==> config.mk <==
export PLATFORM = sky130hd
export DESIGN_NAME = div_32_seq
export DESIGN_NICKNAME = d
export VERILOG_FILES = /design/src/rtl/div_32_seq.sv
export SDC_FILE = /design/constraint.sdc
export NUM_CORES = 1
export LEC_CHECK = 0
export BUFFER_PORTS_ARGS = -buffer_cell sky130_fd_sc_hd__buf_2
export CORE_MARGIN = 1
export CORE_UTILIZATION = 42
export DETAILED_ROUTE_END_ITERATION = 8
export GPL_ROUTABILITY_DRIVEN = 0
export MAX_ROUTING_LAYER = met4
export SLEW_MARGIN = 20
export SYNTH_ARGS = -nofsm -noshare
export SYNTH_HDL_FRONTEND = slang
export SYNTH_SLANG_ARGS = --single-unit
==> constraint.sdc <==
create_clock -name clock -period 3.7 [get_ports clock]
set_clock_uncertainty 0.05 [all_clocks]
set_input_delay 0.185 -clock clock [delete_from_list [all_inputs] [get_ports clock]]
set_output_delay 0.185 -clock clock [all_outputs]
set_load 0.02 [all_outputs]
==> src/rtl/div_32_seq.sv <==
`default_nettype none
// +----------------------------------------------------------------------------+
// | div_32_seq: multi-cycle signed 32-bit restoring divider, one quotient bit   |
// | per clock, quotient truncated toward zero, divide-by-zero/overflow flag.    |
// | Revision: 1.0                                                               |
// +----------------------------------------------------------------------------+
module div_32_seq #(
  parameter int WIDTH = 32,
  parameter int CNT_W = 6
) (
  input  logic             clock,
  input  logic             reset,
  input  logic             ctrl_DIV,
  input  logic [WIDTH-1:0] data_operandA,
  input  logic [WIDTH-1:0] data_operandB,
  output logic [WIDTH-1:0] data_result,
  output logic             data_exception,
  output logic             data_resultRDY,
  output logic             busy
);

  typedef enum logic [1:0] {
    S_IDLE = 2'd0,
    S_RUN  = 2'd1,
    S_DONE = 2'd2
  } state_t;

  localparam logic [WIDTH-1:0] c_min_neg = {1'b1, {(WIDTH-1){1'b0}}};
  localparam logic [CNT_W-1:0] c_last    = CNT_W'(WIDTH - 1);

  state_t           r_state;
  logic [CNT_W-1:0] r_cnt;
  logic [WIDTH-1:0] r_quo;
  logic [WIDTH-1:0] r_rem;
  logic [WIDTH-1:0] r_div;
  logic             r_sign;
  logic             r_exc;

  logic [WIDTH-1:0] w_abs_a;
  logic [WIDTH-1:0] w_abs_b;
  logic             w_start_exc;
  logic [WIDTH:0]   w_shift;
  logic [WIDTH:0]   w_trial;

  // Negating 0x80000000 yields 0x80000000, which read unsigned is exactly 2^31.
  assign w_abs_a     = data_operandA[WIDTH-1] ? -data_operandA : data_operandA;
  assign w_abs_b     = data_operandB[WIDTH-1] ? -data_operandB : data_operandB;
  assign w_start_exc = (data_operandB == '0) ||
                       ((data_operandA == c_min_neg) && (data_operandB == {WIDTH{1'b1}}));

  // The remainder stays below the divisor, so only the shifted value needs the extra bit.
  assign w_shift = {r_rem, r_quo[WIDTH-1]};
  assign w_trial = w_shift - {1'b0, r_div};

  always_ff @(posedge clock or posedge reset) begin
    if (reset) begin
      r_state        <= S_IDLE;
      r_cnt          <= '0;
      r_quo          <= '0;
      r_rem          <= '0;
      r_div          <= '0;
      r_sign         <= 1'b0;
      r_exc          <= 1'b0;
      data_result    <= '0;
      data_exception <= 1'b0;
      data_resultRDY <= 1'b0;
      busy           <= 1'b0;
    end else begin
      data_resultRDY <= 1'b0;
      if (ctrl_DIV) begin
        r_quo   <= w_abs_a;
        r_rem   <= '0;
        r_div   <= w_abs_b;
        r_sign  <= data_operandA[WIDTH-1] ^ data_operandB[WIDTH-1];
        r_exc   <= w_start_exc;
        r_cnt   <= '0;
        r_state <= S_RUN;
        busy    <= 1'b1;
      end else begin
        case (r_state)
          S_RUN: begin
            // A pending exception spends one cycle here so its latency is two edges.
            if (r_exc) begin
              r_state <= S_DONE;
            end else begin
              r_rem <= w_trial[WIDTH] ? w_shift[WIDTH-1:0] : w_trial[WIDTH-1:0];
              r_quo <= {r_quo[WIDTH-2:0], ~w_trial[WIDTH]};
              r_cnt <= r_cnt + 1'b1;
              if (r_cnt == c_last) begin
                r_state <= S_DONE;
              end
            end
          end
          S_DONE: begin
            data_result    <= r_exc ? '0 : (r_sign ? -r_quo : r_quo);
            data_exception <= r_exc;
            data_resultRDY <= 1'b1;
            busy           <= 1'b0;
            r_state        <= S_IDLE;
          end
          default: begin
            r_state <= S_IDLE;
          end
        endcase
      end
    end
  end

endmodule
`default_nettype wire
==> summary.txt, run 1 <==
Critical path
  – Reg-to-reg critical path startpoint: r_quo[31]$_DFFE_PP0P_
  – Arr. time, crit path: 3.84 ns
  – Worst r2r dst: r_rem[28]$_DFFE_PP0P_
  – Setup crit end kind: flop
  – Cells on worst reg2reg path: 12
  – Critical path class: reg2reg
  – FF-to-FF setup slack: 0.14 ns
  – CP Capture Point: r_rem[28]$_DFFE_PP0P_
  – Largest fanout on the critical path: 5
  – Required @ worst endpoint: 3.98 ns
  – Startpoint Class: flop
  – Setup crit start: r_quo[31]$_DFFE_PP0P_

Placed design
  – DP HPWL: 20200 um
  – # port buffers: 101
  – DP Worst Slack: 0.0489 ns

Routing
  – Drt first pass iters: 5
  – Total number of vias: 9021
  – Iteration-0 DRC Markers: 694
  – Routed WL: 26900 um
  – Wire per inst: 16.9 um
  – Routed Antenna Nets: 0
  – Number of vias per cell: 5.65
  – # DRC: 0

Floorplan
  – Number of I/O pins: 102
  – Placeable core area: 0.0234 mm^2
  – Die span in x: 156 um
  – Starting Density: 42.8%
  – Die area: 0.0245 mm^2
  – Row Count: 56
  – Die height: 156 um

Logic synthesis
  – Area leader, netlist: dfrtp_1
  – Synth Register Bits: 141
  – Synth cell count leaders: dfrtp_1 (141), nor2_1 (109), nand2_1 (107)
  – Post-Syn Nets: 1286
  – Sequential area share after synthesis: 35.2%
  – Mean Syn Cell Area: 8.48 um^2
  – Yosys top cell area share: 35.2%
  – Async SR Flop Fraction: 100%
  – Main synth FF type: dfrtp_1
  – Synth Warn #: 0
  – Post-Syn Area: 0.0100 mm^2
  – EDFF count, synth: 0
  – Largest cells by area after synthesis: dfrtp_1 (35%), xnor2_1 (5.9%), ha_1 (4.6%)
  – Netlist cell types: 69
  – Top-count cell post-synth: dfrtp_1
  – Mapped Cells: 1181

Clocking
  – CTS tree: done
  – Worst-case clock buffer depth: 2
  – CTS buffer count: 17
  – Clock transition at path regs: 0.07 ns
  – CTS Sinks: 141
  – H-tree depth: 4
  – Worst-Skew Late Latency: 0.43 ns
  – CTS Root Cell: clkbuf_16

Timing
  – Post-layout min period: 3.56 ns
  – Final setup fails: 0
  – Unrepaired setup endpoints after global routing: false
  – Final worst-path cycle share: 96.3%
  – Final hold vios: 0
  – Slew headroom: 23.4%
  – Setup slack after layout: 0.138 ns
  – Max-slew violations: 0
  – Max Fclk: 281 MHz
  – Worst-Margin Slew: 1.13 ns
  – Post-Route Setup TNS: 0 ns

GRT
  – Largest net degree at the start of global routing: 67
  – Vias in the first global route: 8133
  – First-pass GRT wire length: 43400 um
  – Total GRT Usage: 23.0%
  – Antenna violations before repair: 0
  – Overflow after GRT: 0

Cells and area
  – Layout cells sized above 1: 14.6%
  – Area delta synth->final: 15.4%
  – Fillers: 2302
  – Nets@finish: 1369
  – N_diodes: 0

Job
  – Max-cap violations: 0

Power and ir drop
  – Total power divided by cell area: 498 mW/mm^2
  – Leak: 5.09 nW
  – Peak supply drop: 276 uV

Run status
  – Outcome: complete, no violations

Worst hold path
  – HP Class: in2reg
==> per-stage QoR <==
| stage | cells | total power, W | utilization [%] | cell area [um^2] | hold slack, ns |
|---|---|---|---|---|---|
| finish | 1596 | 0.00575 | 49.4 | 11600 | 0.0446 |
| CTS | 1595 | 0.00577 | 49.2 | 11500 | 0.0394 |
| global placement | 1562 | 0.00401 | 46.6 | 10900 | 0.412 |
| detailed placement | 1562 | 0.00404 | 46.6 | 10900 | 0.418 |
| floorplan | 1181 | 0.00342 | - | 10000 | 0.287 |
| global route | 1596 | 0.00609 | 49.4 | 11600 | 0.0523 |
==> registers in the layout, indices dropped and copies added (netlist names) <==
register	flops
busy	1
data_exception	1
data_result	32
data_resultRDY	1
r_cnt	6
r_div	32
r_exc	1
r_quo	32
r_rem	32
r_sign	1
r_state	2
==> cells by family after synthesis <==
logic type / after synthesis / synth area share [%]
AO/OA/AOI/OAI: 357 / 24.1
XOR/XNOR: 117 / 10.2
adder cells (fa/ha/maj): 38 / 4.82
buffers and inverters: 119 / 4.49
flip-flops: 141 / 35.2
multiplexers: 29 / 2.91
AND/OR/NAND/NOR: 380 / 18.3
==> worst min path at each step <==
stage               slack (ns)               endpoint  cells after the start               from
floorplan                 0.29   r_div[0]$_DFFE_PP0P_                      1   data_operandB[0]
global route              0.05   r_div[0]$_DFFE_PP0P_                      2   data_operandB[0]
global placement          0.41  r_rem[29]$_DFFE_PP0P_                      2              reset
finish                    0.04  r_quo[11]$_DFFE_PP0P_                      4  data_operandA[11]
detailed placement        0.42  r_rem[27]$_DFFE_PP0P_                      2              reset
CTS                       0.04   r_div[0]$_DFFE_PP0P_                      2   data_operandB[0]
==> repair_timing <==
| item | 4_1_cts | 5_1_grt |
|---|---|---|
| setup buffers | 0 | 0 |
| setup endpoints to repair | 0 | 3 |
| hold buffers | 1 | 0 |
| gates resized for setup | 0 | 1 |
| hold endpoints to repair | 44 | 0 |
==> final cells by class <==
type / count / area (um^2) / area share (%)
Multi-Input combinational cell: 921 / 6050 / 52.4
Sequential cell: 141 / 3530 / 30.5
Timing Repair Buffer: 133 / 776 / 6.72
Clock buffer: 17 / 425 / 3.68
Tap cell: 319 / 399 / 3.46
Inverter: 50 / 191 / 1.66
Clock inverter: 15 / 176 / 1.53
==> layer usage <==
layer	global-route usage (%)	part of all wire, %	up-vias
met4	6.40	1.7	0
li1	-	-	4457
met1	33.4	50	4259
met3	3.63	5.3	36
met5	-	0	-
met2	32.8	43	269
==> report_power, final <==
group	internal, W	total (W)	switching [W]
Clock	0.000909	0.00172	0.000807
Sequential	0.00183	0.00209	0.000263
Combinational	0.000794	0.00194	0.00115
Total	0.00353	0.00575	0.00222
==> critical path: stages, from the launching register on <==
cell and delay, ns:
dfrtp_1 0.41, inv_1 0.08, ha_1 0.17, inv_1 0.06, fa_1 0.41, a211o_1 0.37, a211oi_4 0.32, o31ai_4 0.15
o211ai_2 0.23, a211oi_2 0.15, o31a_1 0.28, or4b_1 0.55, a311oi_2 0.24
==> cell usage in the layout, fill, tap and decap left out, types with 11 or more instances in the layout <==
master,synthesis,routed
a211oi_1,16,16
a21o_1,11,11
a21oi_1,79,79
a22o_1,28,28
a311oi_1,18,18
and2_1,17,17
buf_2,2,100
buf_4,0,30
clkbuf_16,0,17
dfrtp_1,141,141
ha_1,37,37
inv_1,50,49
mux2i_1,28,28
nand2_1,107,107
nand3_1,31,31
nand4_1,15,15
nor2_1,109,107
nor3_1,22,22
nor4_1,13,13
o21ai_0,84,84
o31ai_1,30,30
o41ai_1,12,12
or3_1,12,12
xnor2_1,67,67
xor2_1,50,50
Note: power is estimated with default switching activity, not from simulation.
==> run 2: changes to the inputs <==
--- a/config.mk
+++ b/config.mk
@@ -11,6 +11,7 @@
 export DETAILED_ROUTE_END_ITERATION = 8
 export GPL_ROUTABILITY_DRIVEN = 0
 export MAX_ROUTING_LAYER = met4
+export PLACE_DENSITY_LB_ADDON = 0.2
 export SLEW_MARGIN = 20
 export SYNTH_ARGS = -nofsm -noshare
 export SYNTH_HDL_FRONTEND = slang
==> summary.txt, run 2 (synthesis results as in run 1) <==
Critical path
  – FF-to-FF setup slack: 0.13 ns (was 0.14 ns)
  – Critical path class: reg2reg (unchanged)
  – Startpoint Class: flop (unchanged)
  – Most frequent CP cell: inv_1 (unchanged)
  – Setup crit end kind: flop (unchanged)
  – Largest fanout on the critical path: 6 (was 5)
  – Cells on worst reg2reg path: 13 (was 12)
  – Required @ worst endpoint: 3.97 ns (was 3.98 ns)
  – Critical path's largest stage delay: 0.53 ns (was 0.55 ns)
  – Worst r2r dst: r_rem[28]$_DFFE_PP0P_ (unchanged)
  – Reg-to-reg critical path startpoint: r_quo[31]$_DFFE_PP0P_ (unchanged)
  – Worst path slowest cell: or4b_1 (unchanged)
  – Arr. time, crit path: 3.84 ns (about the same)
  – CP cell instances: inv_1, ha_1, inv_1, fa_1, a211o_1, a211oi_4, o31ai_4, buf_4, o211ai_2, a211oi_2, o31a_1, or4b_1, a311oi_2 (was inv_1, ha_1, inv_1, fa_1, a211o_1, a211oi_4, o31ai_4, o211ai_2, a211oi_2, o31a_1, or4b_1, a311oi_2)

Power and ir drop
  – Peak supply drop: 280 uV (was 276 uV)
  – Total power divided by cell area: 498 mW/mm^2 (about the same)
  – Leak: 5.08 nW (was 5.09 nW)

Placed design
  – # port buffers: 101 (unchanged)
  – DP HPWL: 19900 um (was 20200 um)
  – DP Cell Count: 1560 (was 1562)

Job
  – Max-cap violations: 0 (unchanged)

GRT
  – Largest net degree at the start of global routing: 142 (was 67)
  – First-pass GRT wire length: 43800 um (was 43400 um)
  – Vias in the first global route: 8222 (was 8133)
  – Overflow after GRT: 0 (unchanged)
  – Antenna violations before repair: 1 (was 0)
  – Total GRT Usage: 23.1% (was 23.0%)

Worst hold path
  – Min-Delay Endpoint: r_quo[13]$_DFFE_PP0P_ (was r_quo[11]$_DFFE_PP0P_)
  – Cells on Worst Hold Path: 4 (unchanged)
  – Hold path startpoint: data_operandA[13] (was data_operandA[11])
  – HP Class: in2reg (unchanged)

Cells and area
  – Layout cells sized above 1: 14.5% (was 14.6%)
  – Nets@finish: 1366 (was 1369)
  – Commonest non-fill, non-tap cell in the layout: dfrtp_1 (unchanged)
  – Area delta synth->final: 15.2% (was 15.4%)
  – Final Util: 49.3% (was 49.4%)
  – Most frequent cells in the layout: dfrtp_1 (141), nor2_1 (107), nand2_1 (107) (unchanged)
  – Fin cells: 1594 (was 1596)

Timing
  – Final hold vios: 0 (unchanged)
  – Post-Route Setup TNS: 0 ns (unchanged)
  – Post-layout min period: 3.57 ns (was 3.56 ns)
  – Final setup fails: 0 (unchanged)
  – Unrepaired setup endpoints after global routing: false (unchanged)
  – Worst-Margin Slew: 1.08 ns (was 1.13 ns)
  – Slew headroom: 27.0% (was 23.4%)
  – Max-slew violations: 0 (unchanged)
  – Max Fclk: 280 MHz (was 281 MHz)
  – Final worst-path cycle share: 96.5% (was 96.3%)

Clocking
  – Worst-case clock buffer depth: 2 (unchanged)
  – H-tree depth: 4 (unchanged)
  – CTS tree: done (unchanged)
  – Post-CTS setup buffers: 0 (unchanged)
  – Clock transition at path regs: 0.07 ns (about the same)
  – CTS Root Cell: clkbuf_16 (unchanged)
  – CTS buffer count: 17 (unchanged)
  – Worst-Skew Late Latency: 0.42 ns (was 0.43 ns)
  – CTS Sinks: 141 (unchanged)

Floorplan
  – Row Count: 56 (unchanged)
  – Starting Density: 42.8% (unchanged)
  – Die span in x: 156 um (unchanged)
  – Number of I/O pins: 102 (unchanged)
  – Die area: 0.0245 mm^2 (unchanged)
  – Die height: 156 um (unchanged)
  – Placeable core area: 0.0234 mm^2 (unchanged)

Routing
  – Routed WL: 26900 um (about the same)
  – Routed Antenna Nets: 0 (unchanged)
  – Drt first pass iters: 5 (unchanged)
  – Iteration-0 DRC Markers: 501 (was 694)
  – Number of vias per cell: 5.62 (was 5.65)
  – Wire per inst: 16.9 um (about the same)
  – # DRC: 0 (unchanged)
  – Total number of vias: 8952 (was 9021)

Run status
  – Outcome: complete, no violations (unchanged)
## run 2: per-stage QoR
step	power [W]	hold WS, ns	area (um^2)	setup slack [ns]
finish	0.00574	0.0429	11500	0.130
global route	0.00610	0.0548	11500	0.00343
CTS	0.00577	0.0308	11500	0.118
detailed placement	0.00404	0.422	10900	0.173
global placement	0.00402	0.411	10900	0.195
floorplan	0.00342	0.287	10000	0.389
## run 2: per-layer routing
| layer | track usage, % | vias up | part of all wire [%] | wire [um] |
|---|---|---|---|---|
| li1 | - | 4466 | - | - |
| met1 | 33.2 | 4216 | 50 | 13400 |
| met2 | 34.2 | 251 | 44 | 12000 |
| met3 | 3.66 | 19 | 5.1 | 1370 |
| met4 | 4.72 | 0 | 0.83 | 223 |
| met5 | - | - | 0 | 0 |
## run 2: worst max path at each step
stage                          start  slack [ns]                    end  cells past startpoint
2_1_floorplan  r_quo[31]$_DFFE_PP0P_        0.39  r_rem[28]$_DFFE_PP0P_                     12
6_report       r_quo[31]$_DFFE_PP0P_        0.13  r_rem[28]$_DFFE_PP0P_                     13
5_1_grt        r_quo[31]$_DFFE_PP0P_       0.003  r_rem[28]$_DFFE_PP0P_                     13
4_1_cts        r_quo[31]$_DFFE_PP0P_        0.12   r_rem[1]$_DFFE_PP0P_                     14
3_3_place_gp   r_quo[31]$_DFFE_PP0P_        0.19  r_rem[28]$_DFFE_PP0P_                     13
3_5_place_dp   r_quo[31]$_DFFE_PP0P_        0.17   r_rem[2]$_DFFE_PP0P_                     13
## run 2: power by group
| part | internal, W | total (W) | switching, W |
|---|---|---|---|
| Clock | 0.000908 | 0.00172 | 0.000808 |
| Combinational | 0.000790 | 0.00193 | 0.00114 |
| Sequential | 0.00183 | 0.00210 | 0.000267 |
## run 2: worst max-delay path, delay by kind of cell, from the launching register on
kind                       cells  cell delay (ns)
buffers and inverters          3             0.31
AOI/OAI and AO/OA              7             1.62
adders and majority gates      2             0.55
and+or+nand+nor                1             0.53
DFF                            1             0.41
## run 2: area by class of cell
cell class,instances,area [um^2]
multi-input cells,921,6060
inverters,50,191
well taps,319,399
fillers,2283,11900
clock inverters,15,174
clock buffers,17,425
repair buffers,130,753
flip-flops and latches,141,3530
diodes,1,2.50
## run 2: repair_timing
item | 4_1_cts | 5_1_grt
resized for setup | 0 | 4
endpoints found under the setup margin | 0 | 16
hold buffers | 1 | 0
hold endpoints to repair | 51 | 0
==> run 3: changes to the inputs <==
--- a/config.mk
+++ b/config.mk
@@ -8,6 +8,7 @@
 export BUFFER_PORTS_ARGS = -buffer_cell sky130_fd_sc_hd__buf_2
 export CORE_MARGIN = 1
 export CORE_UTILIZATION = 42
+export CTS_CLUSTER_SIZE = 14
 export DETAILED_ROUTE_END_ITERATION = 8
 export GPL_ROUTABILITY_DRIVEN = 0
 export MAX_ROUTING_LAYER = met4
==> constraint.sdc (replaced) <==
create_clock -name clock -period 4.1 [get_ports clock]
set_clock_uncertainty 0.05 [all_clocks]
set_input_delay 0.205 -clock clock [delete_from_list [all_inputs] [get_ports clock]]
set_output_delay 0.205 -clock clock [all_outputs]
set_load 0.01 [all_outputs]
==> summary.txt, run 3 (synthesis results as in run 1) <==
Cells and area
  – Layout cells sized above 1: 13.5% (was 14.5%)
  – Area delta synth->final: 14.3% (was 15.2%)
  – N_diodes: 0 (was 1)
  – Most frequent cells in the layout: dfrtp_1 (141), nor2_1 (107), nand2_1 (107) (unchanged)
  – Commonest non-fill, non-tap cell in the layout: dfrtp_1 (unchanged)
  – Nets@finish: 1354 (was 1366)
  – Fin cells: 1581 (was 1594)

Power and ir drop
  – Total power: 0.00508 W (was 0.00574 W)
  – Total power divided by cell area: 444 mW/mm^2 (was 498 mW/mm^2)
  – Leak: 5.04 nW (was 5.08 nW)
  – Peak supply drop: 242 uV (was 280 uV)

Critical path
  – Startpoint Class: flop (unchanged)
  – Most frequent CP cell: inv_1 (unchanged)
  – Worst path slowest cell: a2111oi_0 (was or4b_1)
  – Worst path top cell family by delay: compound AO/OA/AOI/OAI gates (unchanged)
  – Critical path class: reg2reg (unchanged)
  – CP cell instances: inv_1, ha_1, inv_1, fa_1, a211o_1, a211oi_4, o31ai_4, a31o_2, a2111oi_0, o21ba_2, nor4_1, o31a_1 (was inv_1, ha_1, inv_1, fa_1, a211o_1, a211oi_4, o31ai_4, buf_4, o211ai_2, a211oi_2, o31a_1, or4b_1, a311oi_2)
  – Critical path's largest stage delay: 0.74 ns (was 0.53 ns)
  – Required @ worst endpoint: 4.37 ns (was 3.97 ns)
  – Arr. time, crit path: 4.01 ns (was 3.84 ns)
  – Largest fanout on the critical path: 7 (was 6)
  – Setup crit end kind: flop (unchanged)
  – CP bufs+invs: 2 (was 3)

Timing
  – Final hold vios: 0 (unchanged)
  – Post-layout min period: 3.75 ns (was 3.57 ns)
  – Unrepaired setup endpoints after global routing: false (unchanged)
  – Post-Route Setup TNS: 0 ns (unchanged)
  – Max-slew violations: 0 (unchanged)
  – Setup slack after layout: 0.352 ns (was 0.130 ns)
  – Final worst-path cycle share: 91.4% (was 96.5%)
  – Worst-Margin Slew: 1.02 ns (was 1.08 ns)
  – Slew headroom: 30.8% (was 27.0%)
  – Max Fclk: 267 MHz (was 280 MHz)
  – Final setup fails: 0 (unchanged)

Clocking
  – Worst-case clock buffer depth: 2 (unchanged)
  – H-tree depth: 4 (unchanged)
  – CTS Root Cell: clkbuf_16 (unchanged)
  – CTS Sinks: 141 (unchanged)
  – Clock transition at path regs: 0.07 ns (about the same)
  – Post-CTS setup buffers: 0 (unchanged)
  – CTS resizes: 0 (unchanged)
  – CTS buffer count: 17 (unchanged)
  – Worst-Skew Late Latency: 0.43 ns (was 0.42 ns)
  – CTS tree: done (unchanged)

Floorplan
  – Die height: 156 um (unchanged)
  – Number of I/O pins: 102 (unchanged)
  – Die span in x: 156 um (unchanged)
  – Row Count: 56 (unchanged)
  – Starting Density: 42.8% (unchanged)
  – Die area: 0.0245 mm^2 (unchanged)
  – Placeable core area: 0.0234 mm^2 (unchanged)

Run status
  – Outcome: finished, violations left (was complete, no violations)
  – Failing checks: DRC

Routing
  – Routed Antenna Nets: 0 (unchanged)
  – Total number of vias: 8974 (was 8952)
  – Drt first pass iters: 8 (was 5)
  – # DRC: 1 (was 0)
  – Number of vias per cell: 5.68 (was 5.62)
  – Iteration-0 DRC Markers: 710 (was 501)
  – Routed WL: 27000 um (was 26900 um)
  – Wire per inst: 17.1 um (was 16.9 um)

Placed design
  – DP Cell Count: 1548 (was 1560)
  – DP Worst Slack: 0.422 ns (was 0.173 ns)
  – # port buffers: 101 (unchanged)
  – DP HPWL: 19800 um (was 19900 um)

GRT
  – Vias in the first global route: 8305 (was 8222)
  – Antenna violations before repair: 0 (was 1)
  – Total GRT Usage: 23.5% (was 23.1%)
  – Overflow after GRT: 0 (unchanged)
  – First-pass GRT wire length: 43900 um (was 43800 um)
  – Largest net degree at the start of global routing: 75 (was 142)

Worst hold path
  – HP Class: in2reg (unchanged)

Job
  – Max-cap violations: 0 (unchanged)
-- run 3: cell type report --
class,instances,area [um^2]
fill,2310,12000
multi-input combinational,921,6050
sequential,141,3530
timing repair buffer,118,663
clock buffer,17,425
tap,319,399
inverter,50,193
clock inverter,15,189
-- run 3: final timing paths --
| path | from | end | slack, ns | cells past startpoint |
|---|---|---|---|---|
| max in group asynchronous | reset | r_rem[4]$_DFFE_PP0P_ | 2.69 | 4 |
| worst max register to register | r_quo[31]$_DFFE_PP0P_ | r_rem[30]$_DFFE_PP0P_ | 0.35 | 12 |
| worst max-delay path | r_quo[31]$_DFFE_PP0P_ | r_rem[30]$_DFFE_PP0P_ | 0.35 | 12 |
| worst min-delay path | data_operandA[19] | r_quo[19]$_DFFE_PP0P_ | 0.06 | 4 |
| min in group asynchronous | reset | r_rem[25]$_DFFE_PP0P_ | 0.35 | 3 |
| worst min register to register | data_result[1]$_DFFE_PP0P_ | data_result[1]$_DFFE_PP0P_ | 0.43 | 2 |
-- run 3: stage by stage --
stage / instance area, um^2 / hold WS (ns) / util [%]
after floorplan: 10000 / 0.307 / -
after global placement: 10800 / 0.283 / 46.2
after CTS: 11400 / 0.0462 / 48.9
after global routing: 11400 / 0.0640 / 48.9
final: 11400 / 0.0639 / 48.9
after detailed placement: 10800 / 0.285 / 46.2
-- run 3: layer usage --
layer / vias to the layer above / wire (um) / global-route usage [%]
li1: 4438 / - / -
met1: 4256 / 13200 / 32.9
met2: 251 / 12200 / 35.6
met3: 29 / 1410 / 3.52
met4: 0 / 246 / 5.37
met5: - / 0 / -
-- run 3: report_power, final --
| part | internal (W) | switching (W) |
|---|---|---|
| registers | 0.00165 | 0.000232 |
| clock network | 0.000832 | 0.000749 |
| logic | 0.000693 | 0.000922 |
| total | 0.00318 | 0.00190 |
-- run 3: worst reg2reg max path: cells and delay by family, from the launching register on --
family / cells / cell delay, ns
and+or+nand+nor: 1 / 0.05
adders and majority gates: 2 / 0.59
buffers and inverters: 2 / 0.14
DFF: 1 / 0.41
AOI/OAI and AO/OA: 7 / 2.40
-- run 3: repair_timing --
action | CTS | global route
hold buffers | 1 | 0
hold endpoints to repair | 62 | 0
setup endpoints to repair | 0 | 0
